===== src/rtl/uart_tx.sv =====
// uart_tx: byte-wide UART transmitter with a 4-entry input FIFO.
// Frames are 8N1 by default. Defining UART_TX_PARITY_EN inserts an even
// parity bit after data bit 7, giving 8E1 frames.
// Every serial bit lasts clk_freq / baud_rate clock cycles.
// Frames are sent back-to-back, with no idle cycle between them, while the FIFO holds data.
module uart_tx #(
  parameter int clk_freq  = 50000000,
  parameter int baud_rate = 19200
) (
  input  logic       clk,
  input  logic       rst,
  input  logic [7:0] tx_data_in,
  input  logic       tx_valid,
  output logic       tx_ready,
  output logic       tx,
  output logic       tx_busy,
  output logic [2:0] fifo_count
);

  localparam int          CLOCK_DIVIDE = clk_freq / baud_rate;
  localparam logic [11:0] DIV_LAST     = 12'(CLOCK_DIVIDE - 1);

  localparam logic [2:0] S_IDLE   = 3'd0;
  localparam logic [2:0] S_START  = 3'd1;
  localparam logic [2:0] S_DATA   = 3'd2;
`ifdef UART_TX_PARITY_EN
  localparam logic [2:0] S_PARITY = 3'd3;
`endif
  localparam logic [2:0] S_STOP   = 3'd4;

  logic [2:0]  state_q, state_d;
  logic [11:0] cnt_q, cnt_d;
  logic [2:0]  bit_q, bit_d;
  logic [7:0]  shift_q, shift_d;
  logic        tx_q, tx_d;
  logic        rdy_q, rdy_d;
  logic [2:0]  count_q, count_d;
  logic [1:0]  wr_ptr_q, wr_ptr_d;
  logic [1:0]  rd_ptr_q, rd_ptr_d;
  logic [7:0]  mem_q [4];
`ifdef UART_TX_PARITY_EN
  logic        par_q, par_d;
`endif

  logic       push;
  logic       pop;
  logic       bit_end;
  logic [7:0] head;

  // rdy_q already tracks count_q < 4, so a full FIFO never accepts a push
  assign push    = tx_valid & rdy_q;
  assign head    = mem_q[rd_ptr_q];
  assign bit_end = (cnt_q == DIV_LAST);

  // Frame sequencer. tx_d is computed from the state being entered, so the
  // line reflects a new state on the same edge that enters it.
  always_comb begin
    state_d = state_q;
    cnt_d   = cnt_q + 12'd1;
    bit_d   = bit_q;
    shift_d = shift_q;
    tx_d    = tx_q;
    pop     = 1'b0;
`ifdef UART_TX_PARITY_EN
    par_d   = par_q;
`endif
    case (state_q)
      S_IDLE: begin
        cnt_d = '0;
        tx_d  = 1'b1;
        if (count_q != 3'd0) begin
          pop     = 1'b1;
          shift_d = head;
`ifdef UART_TX_PARITY_EN
          par_d   = ^head;
`endif
          state_d = S_START;
          tx_d    = 1'b0;
        end
      end
      S_START: begin
        if (bit_end) begin
          cnt_d   = '0;
          bit_d   = '0;
          state_d = S_DATA;
          tx_d    = shift_q[0];
        end
      end
      S_DATA: begin
        if (bit_end) begin
          cnt_d = '0;
          if (bit_q == 3'd7) begin
`ifdef UART_TX_PARITY_EN
            state_d = S_PARITY;
            tx_d    = par_q;
`else
            state_d = S_STOP;
            tx_d    = 1'b1;
`endif
          end else begin
            bit_d   = bit_q + 3'd1;
            shift_d = shift_q >> 1;
            tx_d    = shift_q[1];
          end
        end
      end
`ifdef UART_TX_PARITY_EN
      S_PARITY: begin
        if (bit_end) begin
          cnt_d   = '0;
          state_d = S_STOP;
          tx_d    = 1'b1;
        end
      end
`endif
      S_STOP: begin
        if (bit_end) begin
          cnt_d = '0;
          if (count_q != 3'd0) begin
            pop     = 1'b1;
            shift_d = head;
`ifdef UART_TX_PARITY_EN
            par_d   = ^head;
`endif
            state_d = S_START;
            tx_d    = 1'b0;
          end else begin
            state_d = S_IDLE;
            tx_d    = 1'b1;
          end
        end
      end
      default: begin
        state_d = S_IDLE;
        cnt_d   = '0;
        tx_d    = 1'b1;
      end
    endcase
  end

  // FIFO bookkeeping; a push and a pop on the same edge cancel in the count
  always_comb begin
    wr_ptr_d = wr_ptr_q + {1'b0, push};
    rd_ptr_d = rd_ptr_q + {1'b0, pop};
    count_d  = count_q + {2'b00, push} - {2'b00, pop};
    rdy_d    = (count_d < 3'd4);
  end

  // Control state with synchronous active-low reset
  always_ff @(posedge clk) begin
    if (!rst) begin
      state_q  <= S_IDLE;
      cnt_q    <= '0;
      bit_q    <= '0;
      tx_q     <= 1'b1;
      rdy_q    <= 1'b0;
      count_q  <= '0;
      wr_ptr_q <= '0;
      rd_ptr_q <= '0;
    end else begin
      state_q  <= state_d;
      cnt_q    <= cnt_d;
      bit_q    <= bit_d;
      tx_q     <= tx_d;
      rdy_q    <= rdy_d;
      count_q  <= count_d;
      wr_ptr_q <= wr_ptr_d;
      rd_ptr_q <= rd_ptr_d;
    end
  end

  // Datapath registers; reset pointers make any stale contents unreachable
  always_ff @(posedge clk) begin
    shift_q <= shift_d;
`ifdef UART_TX_PARITY_EN
    par_q   <= par_d;
`endif
    if (push) mem_q[wr_ptr_q] <= tx_data_in;
  end

  assign tx         = tx_q;
  assign tx_ready   = rdy_q;
  assign tx_busy    = (state_q != S_IDLE);
  assign fifo_count = count_q;

endmodule


===== config.mk =====
export PLATFORM = sky130hd
export DESIGN_NAME = uart_tx
export DESIGN_NICKNAME = d
export VERILOG_FILES = /design/src/rtl/uart_tx.sv
export SDC_FILE = /design/constraint.sdc
export NUM_CORES = 1
export LEC_CHECK = 0
export CORE_MARGIN = 5
export CORE_UTILIZATION = 45
export CTS_CLUSTER_SIZE = 30
export DETAILED_ROUTE_END_ITERATION = 6
export HOLD_SLACK_MARGIN = 0.05
export SYNTH_ARGS = -nofsm -noshare
export SYNTH_HDL_FRONTEND = slang
export SYNTH_SLANG_ARGS = --single-unit

===== constraint.sdc =====
create_clock -name clk -period 3.9 [get_ports clk]
set_input_delay 0.78 -clock clk [delete_from_list [all_inputs] [get_ports clk]]
set_output_delay 0.78 -clock clk [all_outputs]
set_load 0.02 [all_outputs]

---- After elaboration in Yosys (flattened, before gate mapping) ----
Memories as Yosys holds them, arrays and structs flattened. A register that Yosys moved wholly into a read port is not among the register bits.
Cells that the tools add are included.
word-level totals
  flip-flop bits (word level) ............. 35
  RAM bits ................................ 32
  output and inout port bits .............. 6
  word-level logic and storage cells ...... 70
  memories ................................ 1
memory list
  memory  depth  width  read ports  clocked after memory_dff  write ports  line  RTL
  mem_q   4      8      1           1                         1            40    logic [7:0] mem_q [4];
cells by class
  add/subtract/negate cells ............... 6
  magnitude comparators ................... 1
  equal/unequal tests ..................... 11
  muxes and demuxes ....................... 28
  bitwise logic cells ..................... 3
  reduce and logical (&&, ||, !) cells .... 11
operators by type and width
  operator               number
  $mux 8                 4
  $mux 3                 8
  $pmux 8 s3             1
  $add 12x1->12 const B  1
  $eq 12x12->1 const B   1
  $ne 2x2->1 const B     6
  $pmux 3 s4             1
  $mux 1                 10
  $reduce_bool 3->1      3
  $reduce_and 4->1       2
  $eq 3x3->1 const B     2
  $pmux 3 s2             1
  $reduce_or 3->1        2
  $reduce_and 5->1       1
  $add 2x1->2            2
  $pmux 1 s4             1
  $add 3x1->3            1
  $add 3x1->3 const B    1
  $eq 3x1->1 const B     1
  $eq 3x2->1 const B     1
  $logic_not 3->1        1
  $lt 3x3->1 const B     1
  $reduce_and 3->1       1
  $sub 3x1->3            1
  5 further kinds        6

---- Logic depth before layout (Yosys ltp) ----
  word-level depth ........................ 6
  depth in mapped cells ................... 11

---- Worst setup path after synthesis ----
Ideal clock, no wire load.
  path kind ............................... register -> register
  from .................................... register cnt_q[6]
  to ...................................... register count_q[2], in the netlist fifo_count[2]
  setup time .............................. 0.115 ns
  arrival ................................. 2.798 ns
  required time ........................... 3.785 ns
  path slack .............................. 0.987 ns
  stages on the path, launching flop included .. 11
  path buffers ............................ 1
  clock period less this slack ............ 2.913 ns
  path through ............................ dfxtp_1 or4b_4 or4_1 buf_6 a21oi_4 xnor2_1 ha_1 fa_1 xnor2_1 xnor2_1 and2_1
between the ends
  cells in the longest elaborated chain, start to end .. 4
ends and longest elaborated chain
  element                 line  RTL
  start, declared         32    logic [11:0] cnt_q, cnt_d;
  start signal, assigned  162   cnt_q <= cnt_d;
  $eq 12x12->1            53    assign bit_end = (cnt_q == DIV_LAST);
  $mux 1                  117   if (bit_end) begin
  $pmux 1 s2              67    case (state_q)
  $sub 3x1->3             145   count_d = count_q + {2'b00, push} - {2'b00, pop};
  end signal, assigned    166   count_q <= count_d;
  end, declared           37    logic [2:0] count_q, count_d;
No other way between the ends.
A chain may end at the register's enable or synchronous reset.

---- Worst setup path after layout ----
Ends and elaborated chain as after synthesis.

==> impl_metrics.py <==
metrics = {
    "synth": {
        "postSynthAreaPerCell_um2": 13.4,
        "synth.top_cells.by_count": "edfxtp_1 (40), dfxtp_1 (27), nor2_1 (16), nand2_1 (10)",
        "synth_edf_count": 40,
        "yosysTopAreaCell": "edfxtp_1",
        "synth_top_family_by_area": "simple AND/OR/NAND/NOR gates",
        "synth.distinct_cells": 46,
        "synth_cells": 212,
        "muxShareOfSynthArea": 0.0741,
        "yosysWarnings": 0,
        "synthesis.nets": 229,
        "synth_compound_area_frac": 0.0780,
        "synth_xor_xnor_area_share": 0.0432,
        "syn-cell-area_um2": 2840,
        "async_flop_share": 0,
        "ys.flop_type": "edfxtp_1",
        "yosysSeqAreaShare": 0.614,
        "ys_top_cells_by_area": "edfxtp_1 (42%), dfxtp_1 (19%), mux4_2 (6.3%)",
        "synth_top_area_frac": 0.423,
        "synth_adder_area_share": 0.0291,
        "ys_ff_latch": 67,
        "synth.most_common_cell": "edfxtp_1",
        "synth_simple_gate_area_frac": 0.135,
    },
    "timing": {
        "fin_setup_tns_ps": 0,
        "rsz0062_at_grt": "false",
        "clock_skew_ps": 9.15,
        "max_freq_ghz": 0.318,
        "tightest_slew_ps": 820,
        "fin_crit_ps": 3140,
        "setup_violations": 0,
        "slew_violations": 0,
        "relSlewSlack": 0.449,
        "hold_viol": 0,
        "period_share": 0.806,
    },
    "global_routing": {
        "grt_pass1_wl_um": 8200,
        "grt_overflow": 0,
        "antenna_found_initial": 0,
        "grt_max_degree": 15,
        "grt_pass1_vias": 1653,
        "track_usage": 0.139,
    },
    "cells_and_area": {
        "utilization": 0.527,
        "layout.nets": 252,
        "num_antenna_cells": 0,
        "areaGrowthSynthToFinish_pct": 15.8,
        "nFillCells": 560,
        "drive_gt1_frac": 0.150,
    },
    "drt": {
        "vias_per_cell": 5.32,
        "dr.pass1.iters": 4,
        "num_vias": 1685,
        "post-route-drc-count": 0,
        "wl_um": 4900,
        "wl_per_cell_um": 15.4,
        "ant_nets": 0,
        "drtIter0Drc": 75,
    },
    "clocking": {
        "clkSinkCount": 67,
        "clk_path_buf_depth": 2,
        "root_buffer": "clkbuf_8",
        "clk_pin_slew_ps": 70,
        "postCtsHoldBufs": 0,
        "post-cts-setup-buffers": 0,
        "cts-htree-levels": 3,
        "clk-insertion-delay-late_ps": 340,
        "numCtsBuffers": 9,
        "cts_tree": "built",
        "cts-resized-gates": 0,
    },
    "power": {
        "ir_drop_mv": 0.247,
        "p_leak_nw": 1.14,
        "powerDensity_nw_per_um2": 623,
    },
    "setup_path": {
        "path_class": "reg -> reg",
        "cp.required_ps": 4130,
        "r2r_end": "fifo_count[2]",
        "path_depth": 9,
        "r2r_slack_ps": 760,
        "startpoint_type": "register",
        "critical_path.top_delay_family": "simple AND/OR/NAND/NOR gates",
        "critPathCaptureType": "register",
        "cp_slowest_cell": "or4_1",
        "slowest_delay_ps": 730,
        "crit_path_end": "fifo_count[2]",
        "crit_arrival_ps": 3370,
        "worstReg2RegStart": "cnt_q[6]",
        "cp_cell_sequence": "or4b_4 -> or4_1 -> a21oi_4 -> xnor2_1 -> ha_1 -> fa_1 -> xnor2_1 -> xnor2_1 -> and2_1",
        "crit_start": "cnt_q[6]",
        "worst-path-buf-inv": 0,
        "rr_worst_depth": 9,
        "cp_common_cell": "xnor2_1",
        "cp_max_fo": 9,
    },
    "min_path": {
        "hp-class": "reg -> reg",
    },
    "die": {
        "fp-row-count": 29,
        "die_area_um2": 7990,
        "pin_count": 17,
        "die_h_um": 89.4,
        "start_util": 0.455,
        "die_w_um": 89.4,
        "core_um2": 6240,
    },
    "placed_design": {
        "hpwl_um": 3270,
        "routabilityCongestion": 0.759,
        "numPortBuffers": 16,
    },
    "job": {
        "cap_violations": 0,
    },
    "outcome": {
        "run_status": "finished, final reports clean",
    },
}
report_power, final:
group	total, W	leakage (nW)	internal, W	switching [W]
registers	0.000970	0.589	0.000883	0.0000866
logic	0.000508	0.451	0.000259	0.000249
clock network	0.000570	0.0958	0.000298	0.000272
total	0.00205	1.14	0.00144	0.000607
worst min path at each step:
| stage | startpoint | to | slack (ps) | cells after the start |
|---|---|---|---|---|
| detailed placement | cnt_q[0] | cnt_q[0] | 450 | 1 |
| CTS | cnt_q[0] | cnt_q[0] | 470 | 1 |
| floorplan | cnt_q[0] | cnt_q[0] | 430 | 1 |
| global route | cnt_q[0] | cnt_q[0] | 490 | 1 |
| global placement | cnt_q[0] | cnt_q[0] | 440 | 1 |
| finish | cnt_q[0] | cnt_q[0] | 460 | 1 |
per-stage QoR:
| stage | cells | setup WS (ps) | hold WS, ps | power [W] | area (um^2) |
|---|---|---|---|---|---|
| 4_1_cts | 317 | 740 | 466 | 0.00208 | 3290 |
| 3_5_place_dp | 301 | 745 | 450 | 0.00151 | 3090 |
| 3_3_place_gp | 301 | 807 | 444 | 0.00149 | 3090 |
| 2_1_floorplan | 212 | 987 | 426 | 0.00134 | 2840 |
| 5_1_grt | 317 | 585 | 491 | 0.00217 | 3290 |
| 6_report | 317 | 758 | 459 | 0.00205 | 3290 |
cells by family (layout without fill, tap and decap cells):
group | count (synthesis) | after routing
flip-flops | 67 | 67
AND/OR/NAND/NOR | 67 | 67
AO/OA/AOI/OAI | 30 | 30
buffers and inverters | 17 | 45
XOR/XNOR | 14 | 14
multiplexers | 11 | 11
adder cells (fa/ha/maj) | 6 | 6
routing by layer:
layer	routed length, um	part of all wire	up-vias	global-route usage
met2	2190	0.45	23	0.195
met4	125	0.026	0	0.0853
met3	133	0.027	11	0.0323
met1	2440	0.50	818	0.195
met5	0	0	-	0
li1	-	-	833	-
placed cells by master (no fill, tap or decap), drive strengths merged, types with 4 or more instances in the layout:
master / synthesis / final
xnor2: 6 / 6
nor2: 16 / 16
nand3: 6 / 6
dfxtp: 27 / 27
clkdlybuf4s50: 0 / 16
ha: 5 / 5
a22o: 7 / 7
xor2: 8 / 8
buf: 4 / 5
a21oi: 8 / 8
o21ai: 4 / 4
edfxtp: 40 / 40
and2: 5 / 5
nor3b: 4 / 4
nand2: 10 / 10
nor3: 4 / 4
mux4: 8 / 8
inv: 8 / 9
clkbuf: 5 / 9
sequential cells by signal (all words and copies together) (netlist names):
register / cells
wr_ptr_q: 2
fifo_count: 3
rd_ptr_q: 2
mem_q: 32
shift_q: 8
state_q: 3
tx_ready: 1
tx: 1
bit_q: 3
cnt_q: 12
cell type report:
| class | count | area [um^2] | area share |
|---|---|---|---|
| clock buffer | 9 | 124 | 0.0377 |
| sequential | 67 | 1740 | 0.530 |
| multi-input combinational | 128 | 1020 | 0.311 |
| timing repair buffer | 21 | 198 | 0.0601 |
| clock inverter | 7 | 76.3 | 0.0232 |
| inverter | 8 | 30.0 | 0.00914 |
| tap | 77 | 96.3 | 0.0293 |
(Power assumes the default switching activity.)
==> edit 1: new RTL, config.mk and constraints unchanged <==
Add a define of `UART_TX_PARITY_EN`.
--- a/src/rtl/uart_tx.sv
+++ b/src/rtl/uart_tx.sv
@@ -4,4 +4,6 @@
 // Every serial bit lasts clk_freq / baud_rate clock cycles.
 // Frames are sent back-to-back, with no idle cycle between them, while the FIFO holds data.
+`define UART_TX_PARITY_EN
+
 module uart_tx #(
   parameter int clk_freq  = 50000000,
Formal check against the unedited RTL: no difference found for any inputs over 10 cycles, from zero or initial values and one cycle with rst low; that may be too few to reach the edited logic, so the function may still have changed.
==> edit 1 against the unedited design <==
- wire length grew 5.8%
- final area grew 2.0%
- combinational power grew 30%
- sequential cell count grew 1
- total power grew 6.7%
- setup slack gained 420 ps
- sequential power grew 4%
- area after synthesis grew 3.5%
- utilization grew 0.12 points
- critical path type unchanged
- largest power group unchanged
- highest routed layer unchanged
==> edit 1: results (changes against the unedited design) <==
[run_status]
status = completed

[setup_path]
slowest_stage = or4b_4
reg2reg_to = tx_ready
arrival_ps = 2940  ; -430 ps

[placed_design]
place.gp.congestion = 0.769  ; +1.2%
hpwlAfterDp_um = 3660  ; +12%
place_area_um2 = 3180  ; +3.1%

[detailed_routing]
drt_first_iter_violations = 78  ; +4.0%
finalWirelength_um = 5180  ; +5.8%
met3_wirelength_um = 203  ; +53%
route.detailed.vias_per_inst = 5.34  ; +0.54%
met1_length_um = 2460  ; +0.57%

[power_and_ir_drop]
pwr-share-comb_pct = 30.2  ; +5.4 points
vdd_drop_max_uv = 281  ; +14%
p_leak_nw = 1.12  ; -1.5%
seq_cell_power_mw = 1.01  ; +4%
power_density_nw_per_um2 = 651  ; +4.6%

[layout]
clkCellAreaFrac_pct = 5.08  ; -1.0 points
seq_area_share_pct = 52.9  ; -0.13 points
final_cells = 334  ; +5.4%
drive_above_1_share_pct = 10.1  ; -4.9 points
multi_input_area_um2 = 1090  ; +7.1%
inverters = 10  ; +2
register_area_um2 = 1770  ; +1.7%

[synth]
synth_top_area_share_pct = 41.9  ; -0.40 points
synth_seq_area_share_pct = 60.3  ; -1.0 points
ys_top_cells_by_count = edfxtp_1 (41), dfxtp_1 (27), nor2_1 (23)

[grt]
met2_usage_pct = 20.7  ; +1.2 points
met1_usage_pct = 18.2  ; -1.3 points
grt_max_degree = 13  ; -2
grt_pass1_vias = 1777  ; +7.5%

[floorplan]
die_w_um = 90.8  ; +1.5%

[timing]
finalHoldWorstSlack_ps = 464  ; +4.86 ps

[edit 1: changes by cell type after synthesis, sizes merged, moves of 3 or more]
cell	delta
a31oi	+3
and4	-3
nand4	+3
nor2	+7
nor3	+3
nor4	+3
o21ai	+4
xnor2	+12
xor2	-4
[edit 1: logic make-up after synthesis]
group                      count (synthesis)  synth area share [%]
muxes                                     10                  6.82
DFF                                       68                  60.3
buffers and inverters                     18                  2.43
xor gates and xnor gates                  22                  6.56
adders and majority gates                  6                  2.81
AOI/OAI and AO/OA                         32                  7.33
and+or+nand+nor                           76                  13.7
[edit 1: worst max-delay path by stage]
stage	startpoint	end	slack, ps	cells after the start
after floorplan	cnt_q[6]	tx_ready	1310	10
after global placement	tx_valid	tx_ready	1240	9
after detailed placement	cnt_q[3]	tx_ready	1200	10
after CTS	cnt_q[6]	tx_ready	1170	10
after global routing	cnt_q[0]	tx_ready	1010	11
final	cnt_q[6]	tx_ready	1180	10
==> edit 2: new RTL, same settings <==
Without the edit above. Register the output `fifo_count` once more, without a reset; this adds one clock of latency there. The other outputs are not delayed to match.
--- a/src/rtl/uart_tx.sv
+++ b/src/rtl/uart_tx.sv
@@ -182,5 +182,7 @@
   assign tx_ready   = rdy_q;
   assign tx_busy    = (state_q != S_IDLE);
-  assign fifo_count = count_q;
+  always_ff @(posedge clk) begin
+    fifo_count <= count_q;
+  end
 
 endmodule
Formal check against the unedited RTL: not equivalent (a bounded check fails within 4 cycles, from zero or initial values and one cycle with rst low).
==> edit 2 against the unedited design <==
- area after synthesis up 2.1%
- critical path type unchanged
- sequential cell count rose by 3
- wire length increased by 2.0%
- critical path depth rose by 1
- fmax is 13% higher
- final area increased by 1.5%
- setup slack improved by 370 ps
- count of clock-buffer cells in the layout unchanged
- largest cell class unchanged
- hold slack worse by 83 ps
- via count up 4.5%
- die area increased by 1.8%
- total power increased by 1.0%
==> edit 2: results (changes against the unedited design) <==
[grt]
grt_pass1_wl_um = 8650  ; +5.4%
grt_max_degree = 16  ; +1
grt_util_all_layers_pct = 13.4  ; -0.56 points
grt_pass1_vias = 1784  ; +7.9%

[power_and_ir_drop]
p_leak_nw = 1.19  ; +5.1%
vdd_drop_max_uv = 369  ; +49%

[run_status]
status = completed

[detailed_routing]
finalWirelength_um = 4990  ; +2.0%
route.detailed.vias_per_inst = 5.52  ; +3.8%
drt_first_iter_violations = 71  ; -5.3%
wl_met2_um = 2400  ; +9.4%
met3_wirelength_um = 229  ; +72%
met1_length_um = 2270  ; -7.0%

[placed_design]
place.gp.congestion = 0.757  ; -0.25%
hpwlAfterDp_um = 3450  ; +5.5%
place_area_um2 = 3160  ; +2.3%
portBuffers = 16  ; unchanged

[synth]
synthMuxAreaShare_pct = 6.57  ; -0.84 points
synth_compound_area_share_pct = 8.81  ; +1.0 points
synth_area_leaders = edfxtp_1 (41%), dfxtp_1 (21%), mux4_2 (6.2%), xor2_1 (2.7%), ha_1 (2.2%)
synthXorXnorAreaFrac_pct = 4.23  ; -0.088 points
synth_fa_ha_area_share_pct = 2.85  ; -0.059 points
async_reset_ff_share_pct = 0  ; unchanged
ys_top_cells_by_count = edfxtp_1 (40), dfxtp_1 (30), nor2_1 (16)
synth_seq_area_share_pct = 62.2  ; +0.83 points
syn_nets = 230  ; +0.44%

[hold_path]
holdPathEnd = fifo_count[1]
holdPathStages = 0  ; -1
holdCritStartpoint = count_q[1]

[setup_path]
cp_max_fo = 6  ; -3
r2r_cells = 10  ; +1
reg2reg_to = count_q[2]
r2r_slack_ps = 1130  ; +370 ps
timing.rr.start = cnt_q[0]
arrival_ps = 3020  ; -350 ps

[clocking]
clk_latency_ps = 350
post-cts-setup-buffer-count = 0  ; unchanged

[layout]
drive_above_1_share_pct = 16.1  ; +1.1 points
nNetsFinal = 254  ; +0.79%

[timing]
relSlewSlack_pct = 48.5  ; +3.7 points
clock_skew_ps = 7.18  ; -1.97 ps

[edit 2: cell types whose count changed in the layout (fill, tap and decap cells not counted), moves of 2 or more]
| cell | unedited run | this run |
|---|---|---|
| dfxtp_1 | 27 | 30 |
| inv_1 | 8 | 5 |
| a21o_1 | 1 | 3 |
| a32o_1 | 0 | 2 |
| and3_1 | 1 | 3 |
| inv_6 | 1 | 3 |
| mux2i_1 | 3 | 1 |
| nand4_1 | 2 | 4 |
| or4_1 | 2 | 0 |
[edit 2: routing by layer]
metal,GRT usage (%),vias up
met5,0,-
met4,5.58,0
met3,4.59,10
met2,20.5,32
met1,17.3,861
li1,-,857
[edit 2: layout make-up]
class | instances | area (µm²)
multi-input cells | 130 | 1040
repair buffers | 21 | 198
clock inverters | 7 | 55.1
flip-flops and latches | 70 | 1800
clock buffers | 9 | 124
inverters | 5 | 18.8
fillers | 557 | 2980
well taps | 77 | 96.3
[edit 2: worst max-delay path: stages, from the launching register on]
cell and delay [ps]:
dfxtp_1 370, ha_1 230, nand4b_1 280, or3_4 490, a21oi_4 220, xnor2_1 90, ha_1 190, fa_1 370
xnor2_1 150, xnor2_1 130, and2_1 150
[edit 2: where the power goes]
| part | switching, mW | internal (mW) |
|---|---|---|
| registers | 0.0892 | 0.923 |
| logic | 0.260 | 0.267 |
| clock network | 0.292 | 0.237 |
| total | 0.642 | 1.43 |
[edit 2: worst max path at each step]
stage	start	endpoint	slack, ps	cells after the start
after detailed placement	cnt_q[0]	count_q[2]	1130	10
after global routing	cnt_q[0]	count_q[2]	860	10
after global placement	cnt_q[0]	count_q[2]	1170	10
after CTS	cnt_q[0]	count_q[2]	1110	10
after floorplan	cnt_q[6]	count_q[2]	1290	9
final	cnt_q[0]	count_q[2]	1130	10
[edit 2: logic make-up after synthesis]
kind of cell	Yosys count
mux	9
buf+inv	13
fa+ha+maj	6
compound gates	34
xor+xnor	14
simple gates	67
flops	70
[edit 2: stage by stage]
step	std cells	hold slack, ps
global route	319	388
global placement	303	368
floorplan	213	352
CTS	319	377
detailed placement	303	361
finish	319	376
